`config.mk`:
```
export PLATFORM = sky130hd
export DESIGN_NAME = hash_rs_flat
export DESIGN_NICKNAME = d
export VERILOG_FILES = /design/src/rtl/ooo_pkg.sv /design/src/rtl/hash_rs_if.sv /design/src/rtl/rs_prio_enc.sv /design/src/rtl/hash_rs.sv /design/src/flat_wrapper.sv
export SDC_FILE = /design/constraint.sdc
export NUM_CORES = 1
export LEC_CHECK = 0
export CAP_MARGIN = 20
export CORE_ASPECT_RATIO = 0.75
export CORE_UTILIZATION = 35
export DETAILED_ROUTE_END_ITERATION = 10
export PLACE_DENSITY = 0.54
export SETUP_SLACK_MARGIN = 0.02
export SLEW_MARGIN = 20
export SYNTH_ARGS = -nofsm -noshare
export SYNTH_HDL_FRONTEND = slang
export SYNTH_HIERARCHICAL = 1
export SYNTH_SLANG_ARGS = --single-unit
```
`constraint.sdc`:
```
create_clock -name clk -period 4.2 [get_ports clk]
set_clock_uncertainty 0.1 [all_clocks]
set_input_delay 1.26 -clock clk [delete_from_list [all_inputs] [get_ports clk]]
set_output_delay 1.26 -clock clk [all_outputs]
set_load 0.02 [all_outputs]
```
`src/rtl/ooo_pkg.sv`:
```
// Shared out-of-order core types: CDB tag width, depvals bundle and the
// reservation-station entry layout used by the hash RS and its FU.
package ooo_pkg;

  localparam int unsigned TAG_W = 4;

  typedef logic [1:0][7:0] depvals_t;

  typedef struct packed {
    logic                  valid;
    logic [7:0]            operand;
    logic [1:0]            rdy;
    logic [1:0][TAG_W-1:0] tag;
    depvals_t              val;
    logic [7:0]            wbs;
    logic [7:0]            flags;
    logic [3:0]            robid;
  } rs_entry_t;

endpackage

```
`src/rtl/hash_rs_if.sv`:
```
// Dispatch, CDB snoop and FU issue signals of the hash reservation station.
// The RS itself uses the slave modport; the surrounding pipeline drives master.
interface hash_rs_if #(
  parameter int unsigned DEPTH = 4
);
  import ooo_pkg::*;

  localparam int unsigned OCC_W = $clog2(DEPTH) + 1;

  logic                  flush;
  logic                  disp_valid;
  logic                  disp_ready;
  logic [7:0]            disp_operand;
  logic [1:0]            disp_src_rdy;
  logic [1:0][TAG_W-1:0] disp_src_tag;
  depvals_t              disp_src_val;
  logic [7:0]            disp_wbs;
  logic [7:0]            disp_flags;
  logic [3:0]            disp_robid;

  logic                  cdb_valid;
  logic [TAG_W-1:0]      cdb_id;
  logic [7:0]            cdb_val;

  logic                  fu_hold;
  logic                  fu_issue;
  logic [7:0]            fu_operand;
  depvals_t              fu_depvals;
  logic [7:0]            fu_wbs;
  logic [7:0]            fu_flags;
  logic [3:0]            fu_robid;

  logic [OCC_W-1:0]      occupancy;

  modport master (
    output flush, disp_valid, disp_operand, disp_src_rdy, disp_src_tag, disp_src_val,
    output disp_wbs, disp_flags, disp_robid, cdb_valid, cdb_id, cdb_val, fu_hold,
    input  disp_ready, fu_issue, fu_operand, fu_depvals, fu_wbs, fu_flags, fu_robid,
    input  occupancy
  );

  modport slave (
    input  flush, disp_valid, disp_operand, disp_src_rdy, disp_src_tag, disp_src_val,
    input  disp_wbs, disp_flags, disp_robid, cdb_valid, cdb_id, cdb_val, fu_hold,
    output disp_ready, fu_issue, fu_operand, fu_depvals, fu_wbs, fu_flags, fu_robid,
    output occupancy
  );

endinterface

```
`src/rtl/rs_prio_enc.sv`:
```
// Lowest-index-first priority encoder: returns the index of the lowest set
// request bit and whether any bit is set.
module rs_prio_enc #(
  parameter  int unsigned N  = 4,
  localparam int unsigned IW = (N > 1) ? $clog2(N) : 1
) (
  input  logic [N-1:0]  req,
  output logic [IW-1:0] idx,
  output logic          any
);

  // Scan from the top so the lowest set bit is the last one written.
  always_comb begin
    idx = '0;
    any = 1'b0;
    for (int i = N - 1; i >= 0; i--) begin
      if (req[i]) begin
        idx = IW'(i);
        any = 1'b1;
      end
    end
  end

endmodule

```
`src/rtl/hash_rs.sv`:
```
// Reservation station feeding the hash FU: buffers dispatched ops, snoops the
// CDB for missing sources and issues the lowest-index ready op per cycle.
module hash_rs
  import ooo_pkg::*;
#(
  parameter int unsigned DEPTH = 4
) (
  input logic      clk,
  input logic      rst,
  hash_rs_if.slave bus
);

  localparam int unsigned IDX_W = $clog2(DEPTH);
  localparam int unsigned OCC_W = IDX_W + 1;

  rs_entry_t        ent_q [DEPTH];
  rs_entry_t        ent_d [DEPTH];
  rs_entry_t        new_ent;
  rs_entry_t        sel_ent;
  logic [DEPTH-1:0] free_vec;
  logic [DEPTH-1:0] elig_vec;
  logic [IDX_W-1:0] free_idx;
  logic [IDX_W-1:0] sel_idx;
  logic             free_any;
  logic             sel_any;
  logic             accept;
  logic             issue;
  logic [OCC_W-1:0] occ_q;
  logic [OCC_W-1:0] occ_d;

  always_comb begin
    free_vec = '0;
    elig_vec = '0;
    for (int i = 0; i < DEPTH; i++) begin
      free_vec[i] = ~ent_q[i].valid;
      elig_vec[i] = ent_q[i].valid & ent_q[i].rdy[0] & ent_q[i].rdy[1];
    end
  end

  rs_prio_enc #(.N(DEPTH)) u_free_enc (
    .req (free_vec),
    .idx (free_idx),
    .any (free_any)
  );

  rs_prio_enc #(.N(DEPTH)) u_sel_enc (
    .req (elig_vec),
    .idx (sel_idx),
    .any (sel_any)
  );

  assign accept  = bus.disp_valid & free_any;
  assign issue   = ~bus.fu_hold & sel_any;
  assign sel_ent = ent_q[sel_idx];

  // Incoming op, with sources captured from a same-cycle CDB broadcast.
  always_comb begin
    new_ent         = '0;
    new_ent.valid   = 1'b1;
    new_ent.operand = bus.disp_operand;
    new_ent.tag     = bus.disp_src_tag;
    new_ent.wbs     = bus.disp_wbs;
    new_ent.flags   = bus.disp_flags;
    new_ent.robid   = bus.disp_robid;
    for (int s = 0; s < 2; s++) begin
      if (!bus.disp_src_rdy[s] && bus.cdb_valid && (bus.disp_src_tag[s] == bus.cdb_id)) begin
        new_ent.rdy[s] = 1'b1;
        new_ent.val[s] = bus.cdb_val;
      end else begin
        new_ent.rdy[s] = bus.disp_src_rdy[s];
        new_ent.val[s] = bus.disp_src_val[s];
      end
    end
  end

  always_comb begin
    for (int i = 0; i < DEPTH; i++) begin
      ent_d[i] = ent_q[i];
      for (int s = 0; s < 2; s++) begin
        if (ent_q[i].valid && !ent_q[i].rdy[s] && bus.cdb_valid &&
            (ent_q[i].tag[s] == bus.cdb_id)) begin
          ent_d[i].rdy[s] = 1'b1;
          ent_d[i].val[s] = bus.cdb_val;
        end
      end
      if (issue && (sel_idx == IDX_W'(i))) begin
        ent_d[i].valid = 1'b0;
      end
      if (accept && (free_idx == IDX_W'(i))) begin
        ent_d[i] = new_ent;
      end
      if (bus.flush) begin
        ent_d[i].valid = 1'b0;
      end
    end
  end

  always_comb begin
    occ_d = occ_q + OCC_W'(accept) - OCC_W'(issue);
    if (bus.flush) begin
      occ_d = '0;
    end
  end

  // Only valid bits need reset; payload is qualified by valid everywhere.
  always_ff @(posedge clk) begin
    if (rst) begin
      for (int i = 0; i < DEPTH; i++) begin
        ent_q[i].valid <= 1'b0;
      end
      occ_q <= '0;
    end else begin
      for (int i = 0; i < DEPTH; i++) begin
        ent_q[i] <= ent_d[i];
      end
      occ_q <= occ_d;
    end
  end

  always_comb begin
    bus.disp_ready = free_any;
    bus.fu_issue   = issue;
    bus.fu_operand = issue ? sel_ent.operand : '0;
    bus.fu_depvals = issue ? sel_ent.val : '0;
    bus.fu_wbs     = issue ? sel_ent.wbs : '0;
    bus.fu_flags   = issue ? sel_ent.flags : '0;
    bus.fu_robid   = issue ? sel_ent.robid : '0;
    bus.occupancy  = occ_q;
  end

endmodule

```
`src/flat_wrapper.sv`:
```
// flat-port wrapper written by rule: the top's interface ports become plain ports
module hash_rs_flat import ooo_pkg::*;
#(
  parameter int unsigned DEPTH = 4
)
  (clk, rst, bus_flush, bus_disp_valid, bus_disp_operand, bus_disp_src_rdy, bus_disp_src_tag, bus_disp_src_val, bus_disp_wbs, bus_disp_flags, bus_disp_robid, bus_cdb_valid, bus_cdb_id, bus_cdb_val, bus_fu_hold, bus_disp_ready, bus_fu_issue, bus_fu_operand, bus_fu_depvals, bus_fu_wbs, bus_fu_flags, bus_fu_robid, bus_occupancy);
  hash_rs_if #(.DEPTH(DEPTH)) bus_i ();
  input logic clk;
  input logic rst;
  input wire logic [$bits(bus_i.flush)-1:0] bus_flush;
  input wire logic [$bits(bus_i.disp_valid)-1:0] bus_disp_valid;
  input wire logic [$bits(bus_i.disp_operand)-1:0] bus_disp_operand;
  input wire logic [$bits(bus_i.disp_src_rdy)-1:0] bus_disp_src_rdy;
  input wire logic [$bits(bus_i.disp_src_tag)-1:0] bus_disp_src_tag;
  input wire logic [$bits(bus_i.disp_src_val)-1:0] bus_disp_src_val;
  input wire logic [$bits(bus_i.disp_wbs)-1:0] bus_disp_wbs;
  input wire logic [$bits(bus_i.disp_flags)-1:0] bus_disp_flags;
  input wire logic [$bits(bus_i.disp_robid)-1:0] bus_disp_robid;
  input wire logic [$bits(bus_i.cdb_valid)-1:0] bus_cdb_valid;
  input wire logic [$bits(bus_i.cdb_id)-1:0] bus_cdb_id;
  input wire logic [$bits(bus_i.cdb_val)-1:0] bus_cdb_val;
  input wire logic [$bits(bus_i.fu_hold)-1:0] bus_fu_hold;
  output wire logic [$bits(bus_i.disp_ready)-1:0] bus_disp_ready;
  output wire logic [$bits(bus_i.fu_issue)-1:0] bus_fu_issue;
  output wire logic [$bits(bus_i.fu_operand)-1:0] bus_fu_operand;
  output wire logic [$bits(bus_i.fu_depvals)-1:0] bus_fu_depvals;
  output wire logic [$bits(bus_i.fu_wbs)-1:0] bus_fu_wbs;
  output wire logic [$bits(bus_i.fu_flags)-1:0] bus_fu_flags;
  output wire logic [$bits(bus_i.fu_robid)-1:0] bus_fu_robid;
  output wire logic [$bits(bus_i.occupancy)-1:0] bus_occupancy;
  assign bus_i.flush = bus_flush;
  assign bus_i.disp_valid = bus_disp_valid;
  assign bus_i.disp_operand = bus_disp_operand;
  assign bus_i.disp_src_rdy = bus_disp_src_rdy;
  assign bus_i.disp_src_tag = bus_disp_src_tag;
  assign bus_i.disp_src_val = bus_disp_src_val;
  assign bus_i.disp_wbs = bus_disp_wbs;
  assign bus_i.disp_flags = bus_disp_flags;
  assign bus_i.disp_robid = bus_disp_robid;
  assign bus_i.cdb_valid = bus_cdb_valid;
  assign bus_i.cdb_id = bus_cdb_id;
  assign bus_i.cdb_val = bus_cdb_val;
  assign bus_i.fu_hold = bus_fu_hold;
  assign bus_disp_ready = bus_i.disp_ready;
  assign bus_fu_issue = bus_i.fu_issue;
  assign bus_fu_operand = bus_i.fu_operand;
  assign bus_fu_depvals = bus_i.fu_depvals;
  assign bus_fu_wbs = bus_i.fu_wbs;
  assign bus_fu_flags = bus_i.fu_flags;
  assign bus_fu_robid = bus_i.fu_robid;
  assign bus_occupancy = bus_i.occupancy;
  hash_rs #(.DEPTH(DEPTH)) u_core (.clk(clk), .rst(rst), .bus(bus_i));
endmodule
```
Yosys cells after proc, flatten, opt, wreduce, memory -nomap -nowiden

Memory sizes are Yosys's and may differ from the RTL's.
Index checks and enable logic that the tools add are counted.

RAM bits: 220
ROM bits: 0
Bits of input ports: 72
Memories: 1
Output and inout port bits: 49
Word-level logic and storage cells: 144
Bits in latches: 0
Register bits after elaboration: 3

Memories:

| memory       | depth | bits a word | read ports | clocked after Yosys merged registers in | write ports | RTL line      | source |
|---|---|---|---|---|---|---|---|
| u_core.ent_q | 4     | 55          | 5          | 0                                       | 4           | hash_rs.sv:16 | `rs_entry_t ent_q [DEPTH];` |

Equality and inequality tests: 16
Bitwise operators: 15
Shifts and indexed selects: 0
$lt $le $gt $ge: 0
Div/mod/pow operators: 0
Reductions and logical operators: 49
Multipliers: 0
Mux-type cells: 60
$add $sub $neg: 2

Operator list:

| operator                                      | count |
|---|---|
| 2-to-1 mux 55 bit                             | 4 |
| 2-to-1 mux 8 bit                              | 13 |
| == test 4 bit                                 | 10 |
| logical AND 1 bit                             | 36 |
| 2-to-1 mux 1 bit                              | 33 |
| 2-to-1 mux 16 bit                             | 1 |
| 2-to-1 mux 2 bit                              | 8 |
| bitwise AND 1 bit                             | 10 |
| logical NOT 1 bit                             | 10 |
| == test 2 bit, second input constant          | 4 |
| == test 2 x 1 -> 1 bit, second input constant | 2 |
| logical NOT 2 bit                             | 2 |
| 2-to-1 mux 4 bit                              | 1 |
| bitwise OR 1 bit                              | 4 |
| adder 3 x 1 -> 3 bit                          | 1 |
| subtractor 3 x 1 -> 3 bit                     | 1 |
| OR reduction 2 bit                            | 1 |
| NOT 1 bit                                     | 1 |

Longest topological paths before layout

Gate-level depths: netlist (run 1).
An unclocked memory read counts as a cell.

Word-level depth: 13
Depth in mapped cells: 14
Depth with buffers taken out: 12

Cells and area by module

Netlist (run 1), hierarchy kept.

Modules (own cells, without submodules):

| module      | area an instance (µm²) | cells each | times used | sequential area each (µm²) |
|---|---|---|---|---|
| hash_rs     | 9909.5                 | 551        | 1          | 6626.4 |
| rs_prio_enc | 35.0                   | 7          | 2          | 0.0 |

Least setup slack after synthesis (run 1)

Ideal clock, no wire load.

Path type: input -> output
Start: in bus_fu_hold
End: out bus_fu_flags[2]
Stages: 5
Arrival time: 2383 ps
Buffers on the path: 2
Path slack: 457 ps
Data required time: 2840 ps
Path through: nand2b_1 > inv_1 > clkbuf_1 > clkbuf_1 > and2_1

Longest elaborated chain between the ends: 3

RTL lines:

| item                   | RTL line           | source |
|---|---|---|
| from (decl)            | flat_wrapper.sv:22 | `input wire logic [$bits(bus_i.fu_hold)-1:0] bus_fu_hold;` |
| NOT 1 bit              | hash_rs.sv:53      | `assign issue = ~bus.fu_hold & sel_any;` |
| bitwise AND 1 bit      | hash_rs.sv:53      |  |
| named net bus_fu_issue | flat_wrapper.sv:24 | `output wire logic [$bits(bus_i.fu_issue)-1:0] bus_fu_issue;` |
| 2-to-1 mux 8 bit       | hash_rs.sv:126     | `bus.fu_flags = issue ? sel_ent.flags : '0;` |
| to (decl)              | flat_wrapper.sv:28 | `output wire logic [$bits(bus_i.fu_flags)-1:0] bus_fu_flags;` |

The timed path passes the listed nets, and every way through them passes these cells.

==> results.md, run 1 <==
* Antenna violations before repair at 0
* Comb pwr share at 7.0%
* Critical path capture point type: output pin
* Starting DRC count in detailed routing at 338
* Die Height at 148 um
* Critical Path RT at 2.84 ns
* Port Buffers at 120
* Die X-Extent at 197 um
* Clock root buffer: clkbuf_16
* Synth-to-layout area growth at 27.7%
* Crit-path most repeated cell: buf_12
* Final min period at 4.12 ns
* I/O Pins at 121
* Setup violators final at 0
* First-pass GRT wire length at 35700 um
* FP Rows at 53
* Power, Total at 4.78 mW
* Die area at 0.0292 mm^2
* CTS clock-pin slew for the worst setup and hold paths at 0.06 ns
* Hold_buf cts at 0
* Wirelength per Cell at 21.0 um
* Number of synthesized flops with an enable pin at 216
* Met3 usage at 2.52%
* First-pass iteration count of the detailed router at 5
* Pwr Density at 375 mW/mm^2
* DR vias at 5603
* Max Cap Violations at 0
* Synth Net Count at 639
* Synthesized area per cell at 17.7 um^2
* Number of antenna-violating nets in the routed design at 0
* Unique masters post-synth at 37
* Final Cycle Share at 98.1%
* Top Usage Layer GRT: met2
* Antenna Cells at 0
* Yosys reg bits at 223
* Sequential fraction of the synthesis area at 66.4%
* CTS tree: built
* Yosys top cell by area: edfxtp_1
* Worst hold slack at 0.453 ns
* Synth top cells by count: 216 x edfxtp_1, 64 x mux2_2, 44 x and2_1, 44 x mux4_2, 25 x xor2_1
* Switching pwr at 0.977 mW
* Synth Warn # at 6
* CTS Buf Count at 24
* Most common cell in the netlist: edfxtp_1
* Synthesized instance count at 565
* Vias in the first global route at 5834
* Flop pwr share at 52.3%
* GRT overflow at 0
* Status: finished clean
* Crit path largest cell delay at 0.54 ns
* Sw Share at 20.5%
* Clk pwr share at 40.7%
* Total wire length at 23900 um
* Tot GR Track Use at 16.5%
* Headroom to the max-slew limit at 58.3%
* Initial Util at 35.6%
* Setup TNS at 0 ns
* Fmax at 243 MHz
* Critical path data arrival time at 2.76 ns
* Slew Viols, Final at 0
* Cells along the critical path: and3_4, nand2b_4, a21oi_4, buf_12, buf_12, mux4_2, and2_1, dlygate4sd2_1
* CTS max path bufs at 3
* Placed instance count at 1082
* Clock Latency Late Sink at 0.51 ns
* Crit-path slowest cell: mux4_2
* Post-route insts no fill at 1134
* CORE AREA at 0.0281 mm^2
* Synth Flop Type: edfxtp_1
* Maximum VDD drop at 0.246 mV
* Worst-Margin Slew at 0.622 ns
* Pre-CTS setup slack at -0.144 ns
* Met2 usage at 26.2%
* Grt met1 use at 24.1%
* RSZ-0062 raised after global routing: yes
* GP Congestion at 0.778
* Fraction of layout cells with a size suffix above 1 at 32.0%
* LEAKAGE at 4.29 nW
* Top-area cell type share of the netlist area at 65.0%
* Post-DP HPWL at 15400 um
* Min-Delay Path Class: reg -> reg
* Mapped cell area at 0.00998 mm^2
* Internal Power at 3.80 mW
* Crit path kind: reg -> out
* DRC Markers at 0
* Synth area leaders: edfxtp_1 65%, mux4_2 9.9%, mux2_2 7.2%
* Vias per Instance at 4.94
* Final nets at 808
* Final hold vios at 0
* Ys async rst share at 0%
* Worst Setup Start Kind: register
* CTS Sinks at 223
* Crit-path max FO at 10
* H-tree Lvls at 1
* Largest net degree at the start of global routing at 37
* Setup slack after layout at 0.0805 ns
per-layer routing:
metal | routed length, um | share of wire, %
met1 | 11300 | 47
met3 | 1100 | 4.6
met5 | 0 | 0
met2 | 11200 | 47
met4 | 331 | 1.4
metrics by stage:
| step | instance area [um^2] | utilization (%) |
|---|---|---|
| 2_1_floorplan | 9980 | - |
| 6_report | 12700 | 45.4 |
| 4_1_cts | 12800 | 45.7 |
| 3_3_place_gp | 11900 | 42.4 |
| 5_1_grt | 12700 | 45.4 |
| 3_5_place_dp | 11900 | 42.4 |
placed cells by master (no fill, tap or decap), drive strengths merged, types with 10 or more instances in the layout:
master,synthesis,routed
a31oi,10,10
and2,44,44
buf,12,59
clkbuf,12,47
clkdlybuf4s15,0,11
clkdlybuf4s50,0,75
edfxtp,216,216
inv,22,22
mux2,64,64
mux4,44,44
nor2,17,17
nor3,12,12
o31ai,10,10
xnor2,12,12
xor2,25,25
cell families after synthesis:
group                      count (synthesis)  share of synthesized area, %
xor gates and xnor gates                  37                          3.40
and+or+nand+nor                          108                          6.21
AOI/OAI and AO/OA                         41                          4.46
buffers and inverters                     46                          2.06
DFF                                      223                          66.4
muxes                                    108                          17.2
adders and majority gates                  2                         0.326
worst paths after layout:
kind,from,end,slack [ns],cells past startpoint
setup / recovery,u_core/ent_q[2][45]$_DFFE_PN_,bus_fu_depvals[9],0.08,8
hold / removal,u_core/bus.occupancy[2]$_SDFF_PP0_,u_core/bus.occupancy[2]$_SDFF_PP0_,0.45,2
setup reg to reg,u_core/ent_q[3][44]$_DFFE_PN_,u_core/bus.occupancy[2]$_SDFF_PP0_,1.41,14
hold reg to reg,u_core/bus.occupancy[2]$_SDFF_PP0_,u_core/bus.occupancy[2]$_SDFF_PP0_,0.45,2
cell type report:
cell class	count	area (um^2)
fill	2451	15300
multi-input combinational	296	3180
inverter	22	82.6
timing repair buffer	167	1670
sequential	223	6630
tap	385	482
clock inverter	6	48.8
clock buffer	35	663
flip-flops by register name, indices dropped and copies added, names as in the netlist:
name,cells
u_core/ent_q,220
u_core/bus.occupancy,3
power by group through the flow:
stage	clock network, mW	logic (mW)	registers [mW]
floorplan	0	0.166	2.54
global placement	0	0.324	2.54
detailed placement	0	0.332	2.54
CTS	2.00	0.336	2.50
global route	2.08	0.358	2.50
finish	1.94	0.333	2.50
worst max-delay path: cells and delay by family (launching register included):
family | cells | cell delay, ns
buffers and inverters | 3 | 0.62
multiplexers | 1 | 0.54
AND/OR/NAND/NOR | 3 | 0.51
flip-flops | 1 | 0.40
AO/OA/AOI/OAI | 1 | 0.16
timing repair:
item,CTS,global route
buffers inserted,6,2
gates cloned,3,0
endpoints found under the setup margin,42,40
pin swaps,1,2
resized for setup,98,26
No activity file was read; power rests on OpenSTA's default activity.
==> run 2, diff against run 1 <==
Settings changed: GPL_TIMING_DRIVEN set to 1.
==> results of run 2 <==
Final layout, timing and power as in run 1 (identical DEF).
==> run 3, diff against run 2 <==
Settings changed: MAX_ROUTING_LAYER set to met4.
==> run 3 against run 2 <==
  * Sequential power hardly changed
  * Non-clock buffer count stayed put
  * Register-to-register slack worse by 0.02 ns
  * Power hardly changed
  * First-iteration DRC count is 11% higher
  * Critical endpoint unchanged
  * Highest routed layer unchanged
==> results.md, run 3 (same netlist as run 1, synthesis figures left out) <==
* Die X-Extent at 197 um (unchanged)
* GRT overflow at 0 (unchanged)
* DR vias at 5581 (-0.39%)
* Fmax at 243 MHz (+0.10%)
* Vias per Instance at 4.92 (-0.39%)
* Starting DRC count in detailed routing at 376 (+11%)
* M1 wire length at 11400 um (+1.3%)
* Final Cycle Share at 98.0% (-0.10 points)
* Largest Register: u_core/ent_q
* CTS Buf Count at 24 (unchanged)
* Final hold vios at 0 (unchanged)
* Synth-to-layout area growth at 27.7% (unchanged)
* Vias in the first global route at 5824 (-0.17%)
* Worst Setup Start Kind: register
* Commonest non-fill, non-tap cell in the layout: edfxtp_1
* Max Cap Violations at 0 (unchanged)
* Final nets at 808 (unchanged)
* Hold_buf cts at 0 (unchanged)
* CTS tree: built
* Most frequent cells in the layout: 216 x edfxtp_1, 75 x clkdlybuf4s50_1, 64 x mux2_2
* Max reg flops at 220 (unchanged)
* Wirelength per Cell at 21.1 um (about the same)
* Setup violators final at 0 (unchanged)
* Headroom to the max-slew limit at 58.0% (-0.27 points)
* Tot GR Track Use at 17.0% (+0.51 points)
* GP Congestion at 0.788 (+1.4%)
* Post-DP HPWL at 15400 um (unchanged)
* Met2 wire len at 11100 um (-0.84%)
* Crit-path max FO at 10 (unchanged)
* LEAKAGE at 4.29 nW (unchanged)
* Power, Total at 4.78 mW (about the same)
* Clock Latency Late Sink at 0.51 ns (about the same)
* Largest net degree at the start of global routing at 37 (unchanged)
* R2R depth at 14 (unchanged)
* Flop pwr share at 52.3% (about the same)
* DRC Markers at 0 (unchanged)
* Final min period at 4.12 ns (-0.00427 ns)
* Critical Path RT at 2.84 ns (about the same)
* Hold Path Cell Cnt at 2 (unchanged)
* H-tree Lvls at 1 (unchanged)
* Min-Delay Path Class: reg -> reg
* Die Height at 148 um (unchanged)
* First-pass GRT wire length at 35700 um (about the same)
* Switching pwr at 0.979 mW (+0.20%)
* Internal Power at 3.80 mW (about the same)
* First-pass iteration count of the detailed router at 5 (unchanged)
* FP Rows at 53 (unchanged)
* Die area at 0.0292 mm^2 (unchanged)
* Worst-Margin Slew at 0.626 ns (+0.00399 ns)
* Comb pwr share at 7.0% (about the same)
* Number of antenna-violating nets in the routed design at 0 (unchanged)
* RSZ-0062 raised after global routing: yes
* CTS max path bufs at 3 (unchanged)
* CORE AREA at 0.0281 mm^2 (unchanged)
* Antenna violations before repair at 0 (unchanged)
* Pwr Density at 375 mW/mm^2 (about the same)
* Post-route insts no fill at 1134 (unchanged)
* DR top layer: met4
* Sw Share at 20.5% (+0.033 points)
* Port Buffers at 120 (unchanged)
* Core Util, Final at 45.4% (unchanged)
* Fillers at 2451 (unchanged)
* CTS clock-pin slew for the worst setup and hold paths at 0.06 ns (about the same)
* Placed instance count at 1082 (unchanged)
* Maximum VDD drop at 0.246 mV (about the same)
* Crit path kind: reg -> out
* CTS Sinks at 223 (unchanged)
* Slew Viols, Final at 0 (unchanged)
* Initial Util at 35.6% (unchanged)
* Status: finished clean
* Fraction of layout cells with a size suffix above 1 at 32.0% (unchanged)
* Total wire length at 23900 um (about the same)
* Clock root buffer: clkbuf_16
* Critical path data arrival time at 2.76 ns (about the same)
* Antenna Cells at 0 (unchanged)
* Metal3 WL at 1060 um (-3.6%)
* Critical path capture point type: output pin
* Clk pwr share at 40.7% (about the same)
* I/O Pins at 121 (unchanged)
-- run 3: cell counts in the layout (fill, tap and decap cells not counted) --
Identical to the previous run, type by type.
-- run 3: area by class of cell --
cell class              instances  area, um^2  area share [%]
clock buffers                  35         663            5.20
clock inverters                 6        48.8           0.383
inverters                      22        82.6           0.648
multi-input cells             296        3180            24.9
flip-flops and latches        223        6630            52.0
well taps                     385         482            3.78
repair buffers                167        1670            13.1
-- run 3: through the flow --
step | TNS, ns | cell area, um^2 | hold WS [ns] | setup slack [ns]
3_3_place_gp | -2.62 | 11900 | 0.413 | -0.147
2_1_floorplan | 0 | 9980 | 0.383 | 0.457
3_5_place_dp | -2.64 | 11900 | 0.437 | -0.144
5_1_grt | 0 | 12700 | 0.478 | 0.00389
4_1_cts | 0 | 12800 | 0.452 | 0.0180
6_report | 0 | 12700 | 0.453 | 0.0847
-- run 3: final timing paths --
check	from	slack [ns]	end
setup / recovery	u_core/ent_q[2][45]$_DFFE_PN_	0.08	bus_fu_depvals[9]
hold / removal	u_core/bus.occupancy[2]$_SDFF_PP0_	0.45	u_core/bus.occupancy[2]$_SDFF_PP0_
setup reg to reg	u_core/ent_q[3][44]$_DFFE_PN_	1.39	u_core/bus.occupancy[2]$_SDFF_PP0_
hold reg to reg	u_core/bus.occupancy[2]$_SDFF_PP0_	0.45	u_core/bus.occupancy[2]$_SDFF_PP0_
-- run 3: worst max-delay path, stage by stage, from the launching register on --
cell and delay, ns:
edfxtp_1 0.40, and3_4 0.19, nand2b_4 0.14, a21oi_4 0.16
buf_12 0.14, buf_12 0.17, mux4_2 0.54, and2_1 0.18
dlygate4sd2_1 0.31
-- run 3: what timing repair did --
| item | in CTS | in global routing |
|---|---|---|
| gates cloned | 3 | 0 |
| pin swaps | 1 | 2 |
| setup endpoints to repair | 42 | 40 |
| resized for setup | 98 | 26 |
| setup buffers | 6 | 2 |
-- run 3: routing by layer --
metal  vias to the layer above  track usage, %
li1                       2565               -
met1                      2835            24.2
met2                       152            26.1
met3                        29            2.45
met4                         0            3.57
met5                         -               -
-- run 3: power groups by stage --
| stage | sequential [mW] | clock (mW) | combinational [mW] |
|---|---|---|---|
| 6_report | 2.50 | 1.95 | 0.333 |
| 5_1_grt | 2.50 | 2.08 | 0.358 |
| 4_1_cts | 2.50 | 2.00 | 0.336 |
| 3_5_place_dp | 2.54 | 0 | 0.332 |
| 3_3_place_gp | 2.54 | 0 | 0.324 |
| 2_1_floorplan | 2.54 | 0 | 0.166 |
